===== src/rtl/uart_pkg.sv =====
// Shared UART definitions: receiver state encoding and default frame format.
// uart_tx and uart_rx both take their DATA_BITS/STOP_BITS defaults from here.
package uart_pkg;

  typedef enum logic [1:0] {
    IDLE,
    START,
    DATA,
    STOP
  } rx_state_t;

  localparam int unsigned DEF_DATA_BITS    = 8;
  localparam int unsigned DEF_STOP_BITS    = 1;
  localparam int unsigned DEF_CLKS_PER_BIT = 1000;

endpackage


===== src/rtl/sync_2ff.sv =====
// Two-flop synchroniser for a single asynchronous bit.
// Both flops reset to RESET_VAL so an idle-high line reads idle out of reset.
module sync_2ff #(
  parameter logic RESET_VAL = 1'b1
) (
  input  logic clk,
  input  logic rst_n,
  input  logic d,
  output logic q
);

  logic s1_q, s2_q;

  always_ff @(posedge clk) begin
    if (!rst_n) begin
      s1_q <= RESET_VAL;
      s2_q <= RESET_VAL;
    end else begin
      s1_q <= d;
      s2_q <= s1_q;
    end
  end

  assign q = s2_q;

endmodule


===== src/rtl/uart_rx.sv =====
// UART receiver: start-bit validation at mid-bit, LSB-first data at bit centres,
// stop-bit check, and a single-entry valid/ready holding register.
module uart_rx import uart_pkg::*; #(
  parameter int unsigned DATA_BITS    = DEF_DATA_BITS,
  parameter int unsigned STOP_BITS    = DEF_STOP_BITS,
  parameter int unsigned CLKS_PER_BIT = DEF_CLKS_PER_BIT
) (
  input  logic                 clk,
  input  logic                 rst_n,
  input  logic                 in,
  output logic [DATA_BITS-1:0] data_out,
  output logic                 valid,
  input  logic                 ready,
  output logic                 frame_err,
  output logic                 overrun
);

  localparam int unsigned H  = CLKS_PER_BIT / 2;
  localparam int unsigned CW = $clog2(CLKS_PER_BIT);
  localparam int unsigned BW = (DATA_BITS > 1) ? $clog2(DATA_BITS) : 1;
  localparam int unsigned SW = (STOP_BITS > 1) ? $clog2(STOP_BITS) : 1;

  rx_state_t            state_q, state_d;
  logic                 rxs, rxs_prev_q;
  logic [CW-1:0]        cnt_q, cnt_d;
  logic [BW-1:0]        bit_cnt_q, bit_cnt_d;
  logic [SW-1:0]        stop_cnt_q, stop_cnt_d;
  logic [DATA_BITS-1:0] shift_q, shift_d;
  logic [DATA_BITS-1:0] data_q, data_d;
  logic                 err_q, err_d;
  logic                 valid_q, valid_d;
  logic                 frame_err_q, frame_err_d;
  logic                 overrun_q, overrun_d;
  logic                 start_det, sample, last_data, last_stop;
  logic                 frame_good, frame_bad;

  sync_2ff #(
    .RESET_VAL(1'b1)
  ) u_sync (
    .clk  (clk),
    .rst_n(rst_n),
    .d    (in),
    .q    (rxs)
  );

  assign start_det = (state_q == IDLE) && !rxs && rxs_prev_q;
  // Counter is held at 0 in IDLE, so it reads H-1 exactly H cycles after D and
  // every CLKS_PER_BIT cycles after that.
  assign sample    = (state_q != IDLE) && (cnt_q == CW'(H - 1));
  assign last_data = (bit_cnt_q == BW'(DATA_BITS - 1));
  assign last_stop = (stop_cnt_q == SW'(STOP_BITS - 1));

  always_ff @(posedge clk) begin
    if (!rst_n) begin
      state_q <= IDLE;
    end else begin
      state_q <= state_d;
    end
  end

  always_comb begin
    state_d = state_q;
    unique case (state_q)
      IDLE:  if (start_det) state_d = START;
      START: if (sample) state_d = rxs ? IDLE : DATA;
      DATA:  if (sample && last_data) state_d = STOP;
      STOP:  if (sample && last_stop) state_d = IDLE;
      default: state_d = IDLE;
    endcase
  end

  always_comb begin
    cnt_d      = '0;
    bit_cnt_d  = bit_cnt_q;
    stop_cnt_d = stop_cnt_q;
    shift_d    = shift_q;
    err_d      = err_q;
    frame_good = 1'b0;
    frame_bad  = 1'b0;
    if (state_q != IDLE) begin
      cnt_d = (cnt_q == CW'(CLKS_PER_BIT - 1)) ? '0 : cnt_q + 1'b1;
    end
    unique case (state_q)
      START: begin
        if (sample) bit_cnt_d = '0;
      end
      DATA: begin
        if (sample) begin
          shift_d[bit_cnt_q] = rxs;
          bit_cnt_d          = bit_cnt_q + 1'b1;
          if (last_data) begin
            stop_cnt_d = '0;
            err_d      = 1'b0;
          end
        end
      end
      STOP: begin
        if (sample) begin
          err_d      = err_q | ~rxs;
          stop_cnt_d = stop_cnt_q + 1'b1;
          if (last_stop) begin
            frame_bad  = err_d;
            frame_good = ~err_d;
          end
        end
      end
      default: ;
    endcase
  end

  // Holding register; a load and a consume in the same cycle keep valid high.
  always_comb begin
    data_d      = data_q;
    valid_d     = valid_q;
    frame_err_d = 1'b0;
    overrun_d   = 1'b0;
    if (valid_q && ready) valid_d = 1'b0;
    if (frame_bad) begin
      frame_err_d = 1'b1;
    end else if (frame_good) begin
      if (!valid_q || ready) begin
        data_d  = shift_q;
        valid_d = 1'b1;
      end else begin
        overrun_d = 1'b1;
      end
    end
  end

  always_ff @(posedge clk) begin
    if (!rst_n) begin
      rxs_prev_q  <= 1'b1;
      cnt_q       <= '0;
      bit_cnt_q   <= '0;
      stop_cnt_q  <= '0;
      shift_q     <= '0;
      err_q       <= 1'b0;
      data_q      <= '0;
      valid_q     <= 1'b0;
      frame_err_q <= 1'b0;
      overrun_q   <= 1'b0;
    end else begin
      rxs_prev_q  <= rxs;
      cnt_q       <= cnt_d;
      bit_cnt_q   <= bit_cnt_d;
      stop_cnt_q  <= stop_cnt_d;
      shift_q     <= shift_d;
      err_q       <= err_d;
      data_q      <= data_d;
      valid_q     <= valid_d;
      frame_err_q <= frame_err_d;
      overrun_q   <= overrun_d;
    end
  end

  assign data_out  = data_q;
  assign valid     = valid_q;
  assign frame_err = frame_err_q;
  assign overrun   = overrun_q;

endmodule


===== config.mk =====
export PLATFORM = sky130hd
export DESIGN_NAME = uart_rx
export DESIGN_NICKNAME = d
export VERILOG_FILES = /design/src/rtl/uart_pkg.sv /design/src/rtl/sync_2ff.sv /design/src/rtl/uart_rx.sv
export SDC_FILE = /design/constraint.sdc
export NUM_CORES = 1
export LEC_CHECK = 0
export ABC_AREA = 1
export ABC_CLOCK_PERIOD_IN_PS = 1400
export BUFFER_PORTS_ARGS = -buffer_cell sky130_fd_sc_hd__buf_2
export CORE_MARGIN = 2
export CORE_UTILIZATION = 45
export DETAILED_ROUTE_END_ITERATION = 8
export HOLD_SLACK_MARGIN = 0.15
export PLACE_DENSITY_LB_ADDON = 0.3
export SYNTH_ARGS = -nofsm -noshare
export SYNTH_HDL_FRONTEND = slang
export SYNTH_SLANG_ARGS = --single-unit

===== constraint.sdc =====
create_clock -name clk -period 1.4 [get_ports clk]
set_input_delay 0.42 -clock clk [delete_from_list [all_inputs] [get_ports clk]]
set_output_delay 0.42 -clock clk [all_outputs]
set_load 0.05 [all_outputs]

==> flow_metrics.py <==
metrics = {
    "placed_design": {
        "port_buffers": 14,
        "pre_cts_ws_ps": -122,
        "hpwl_detailed_um": 2420,
        "place.gp.congestion": 0.805,
    },
    "sta": {
        "clock-skew-final_ps": 8.78,
        "fmax_mhz": 679,
        "fin_ws_ps": -72.3,
        "finalHoldViolations": 0,
        "whs_ps": 321,
        "final.period_utilization": 1.05,
        "finalSetupViolCount": 14,
        "tightest_slew_ps": 379,
        "worst_slew_margin_rel": 0.747,
        "slew_viol_final": 0,
        "rsz0062_at_grt": "true",
        "timing.final.crit_period_ps": 1470,
    },
    "synthesis": {
        "yosys.area.top_type": "dfxtp_1",
        "xor_xnor_fraction_of_synth_area": 0.00478,
        "synth-simple-area-share": 0.329,
        "yosysUniqueCellTypes": 26,
        "syn_nets": 245,
        "yosysSeqAreaShare": 0.427,
        "summed_instance_area_of_the_synthesized_netlist_um2": 1830,
        "ys_top_cells_by_area": "dfxtp_1 43%, inv_1 8.2%, nand2_1 7.4%, nor2_1 6.4%, nor3b_2 4.8%",
        "ys_seq_elements": 39,
        "portion_of_synthesized_cell_area_occupied_by_the_leading_cell_type": 0.427,
        "main_combinational_cell_family_by_area_after_synthesis": "simple AND/OR/NAND/NOR gates",
        "synth-compound-area-share": 0.111,
        "synth.mux.area_fraction": 0,
        "synth_area_per_cell_um2": 7.69,
        "netlist_instances": 238,
        "synth-adder-area-share": 0.0205,
        "synth_warnings": 0,
    },
    "hold_path": {
        "min_path_cells": 2,
        "holdCritPathClass": "in -> reg",
    },
    "global_routing": {
        "groute.usage.overall": 0.171,
        "global_route.overflow_total": 0,
        "via_count_of_the_first_global_routing_pass": 1418,
        "global_route_wire_length_before_repair_um": 5880,
        "antenna_found_initial": 0,
        "grt_start_max_net_pins": 25,
    },
    "worst_setup_path": {
        "reg2reg_path_depth": 9,
        "path_delay_family": "simple AND/OR/NAND/NOR gates",
        "worst_setup_path_start_kind": "flop",
        "critPathSlowestCell": "dfxtp_2",
        "timing.critical_path.slowest_cell_delay_ps": 350,
        "worst_ep_arrival_time_ps": 1690,
        "critPathRequiredTime_ps": 1620,
        "crit_chain": "ha_4 -> nand2_2 -> nor2_4 -> nand3_4 -> nor2_4 -> buf_12 -> nand3_4 -> nand2_2 -> nor3b_2",
        "ff2ff_setup_slack_ps": -70,
        "critical_path_class": "reg -> reg",
        "crit_path_max_fanout": 6,
        "crit_end_category": "flop",
        "worst-path-stages": 9,
        "worst-path-buf-inv": 1,
    },
    "pwr": {
        "vdd_ir_drop_max_mv": 0.643,
        "powerDensity_nw_per_um2": 873,
        "total_power_mw": 2.10,
        "power.leakage_nw": 0.932,
    },
    "final_layout": {
        "mostFrequentLayoutCell": "inv_1",
        "layout_common_cells": "38 x inv_1, 33 x dfxtp_1, 31 x nand2_1",
        "num-fill-cells": 348,
        "layout-drive-gt1-share": 0.391,
        "final_core_utilization": 0.606,
        "final_nets": 280,
        "antennaDiodeCount": 0,
        "area_growth_pct": 31.5,
    },
    "routing": {
        "dr.pass1.iters": 4,
        "routed-via-count": 1592,
        "detail_route.wirelength_um": 3670,
        "vias_per_cell": 4.91,
        "wl_per_cell_um": 11.3,
        "drc": 0,
        "drt-initial-drc-count": 70,
        "drtAntennaViolNets": 0,
    },
    "floorplan": {
        "ioPinCount": 15,
        "die_x_um": 67.8,
        "placeableCoreArea_um2": 3970,
        "die_h_um": 67.8,
        "core.rowCount": 23,
        "start_util": 0.461,
        "die_area_um2": 4590,
    },
    "cts": {
        "cts_tree": "yes",
        "total_cts_buffers": 5,
        "cts.clk_slew.worst_paths_ps": 70,
        "ctsLongestPathBuffers": 2,
        "cts_num_sinks": 39,
        "clockRootBuffer": "clkbuf_8",
        "insertion_delay_ps": 290,
        "h-tree-depth": 2,
    },
    "run": {
        "max_capacitance_violation_total": 0,
    },
    "status": {
        "failed_checks": "setup timing",
        "outcome": "finished, violations left",
    },
}
Yosys cell counts (all sizes together):
cell and count:
inv 43, xnor2 1, ha 3, nor4 1, or2 3, nor3b 8
a211oi 1, nor2 36, dfxtp 39, nand2 40, a21oi 17, nor3 6
o21ai 8, o21a 8, buf 5, nand4 5, nand3 14
report_power, final:
group          switching [mW]  leakage [nW]  total [mW]  internal (mW)
Clock                   0.381        0.0515       0.831          0.450
Sequential             0.0155         0.318        1.14           1.12
Combinational          0.0838         0.562       0.131         0.0472
area by class of cell:
cell class	count	area (um2)	area share
clock buffer	8	100	0.0416
inverter	43	161	0.0670
multi-input combinational	151	1050	0.435
sequential	39	788	0.327
tap	50	62.6	0.0260
timing repair buffer	33	249	0.103
worst paths after layout:
path	start	to
setup / recovery	cnt_q[0]	shift_q[3]
hold / removal	in	u_sync.s1_q
setup reg to reg	cnt_q[0]	shift_q[3]
hold reg to reg	u_sync.s1_q	u_sync.q
metal layers:
layer / track usage / up-vias / wire length (um)
met5: 0 / - / 0
met4: 0.0725 / 0 / 68
met3: 0.0500 / 7 / 140
met2: 0.292 / 28 / 1890
met1: 0.198 / 734 / 1570
li1: - / 823 / -
through the flow:
stage	instances	area, um2	setup TNS [ps]
global placement	311	2120	-321
global route	324	2410	-1750
CTS	321	2260	-60.5
floorplan	238	1910	0
detailed placement	311	2120	-826
finish	324	2410	-316
flip-flops by register name (all words and copies together) (netlist names), 3 cells and up, named ones only:
name	count
bit_cnt_q	3
cnt_q	10
data_out	8
shift_q	8
repair_timing:
action                                  4_1_cts  5_1_grt
pin swaps                                     5       16
hold buffers                                  0        0
buffers inserted                              2        3
endpoints found under the setup margin       22       33
gates resized for setup                       3       33
cell families after synthesis:
logic type	count (synthesis)
compound gates	34
xor+xnor	1
flops	39
buf+inv	48
fa+ha+maj	3
simple gates	113
No activity file was read; power rests on OpenSTA's default activity.
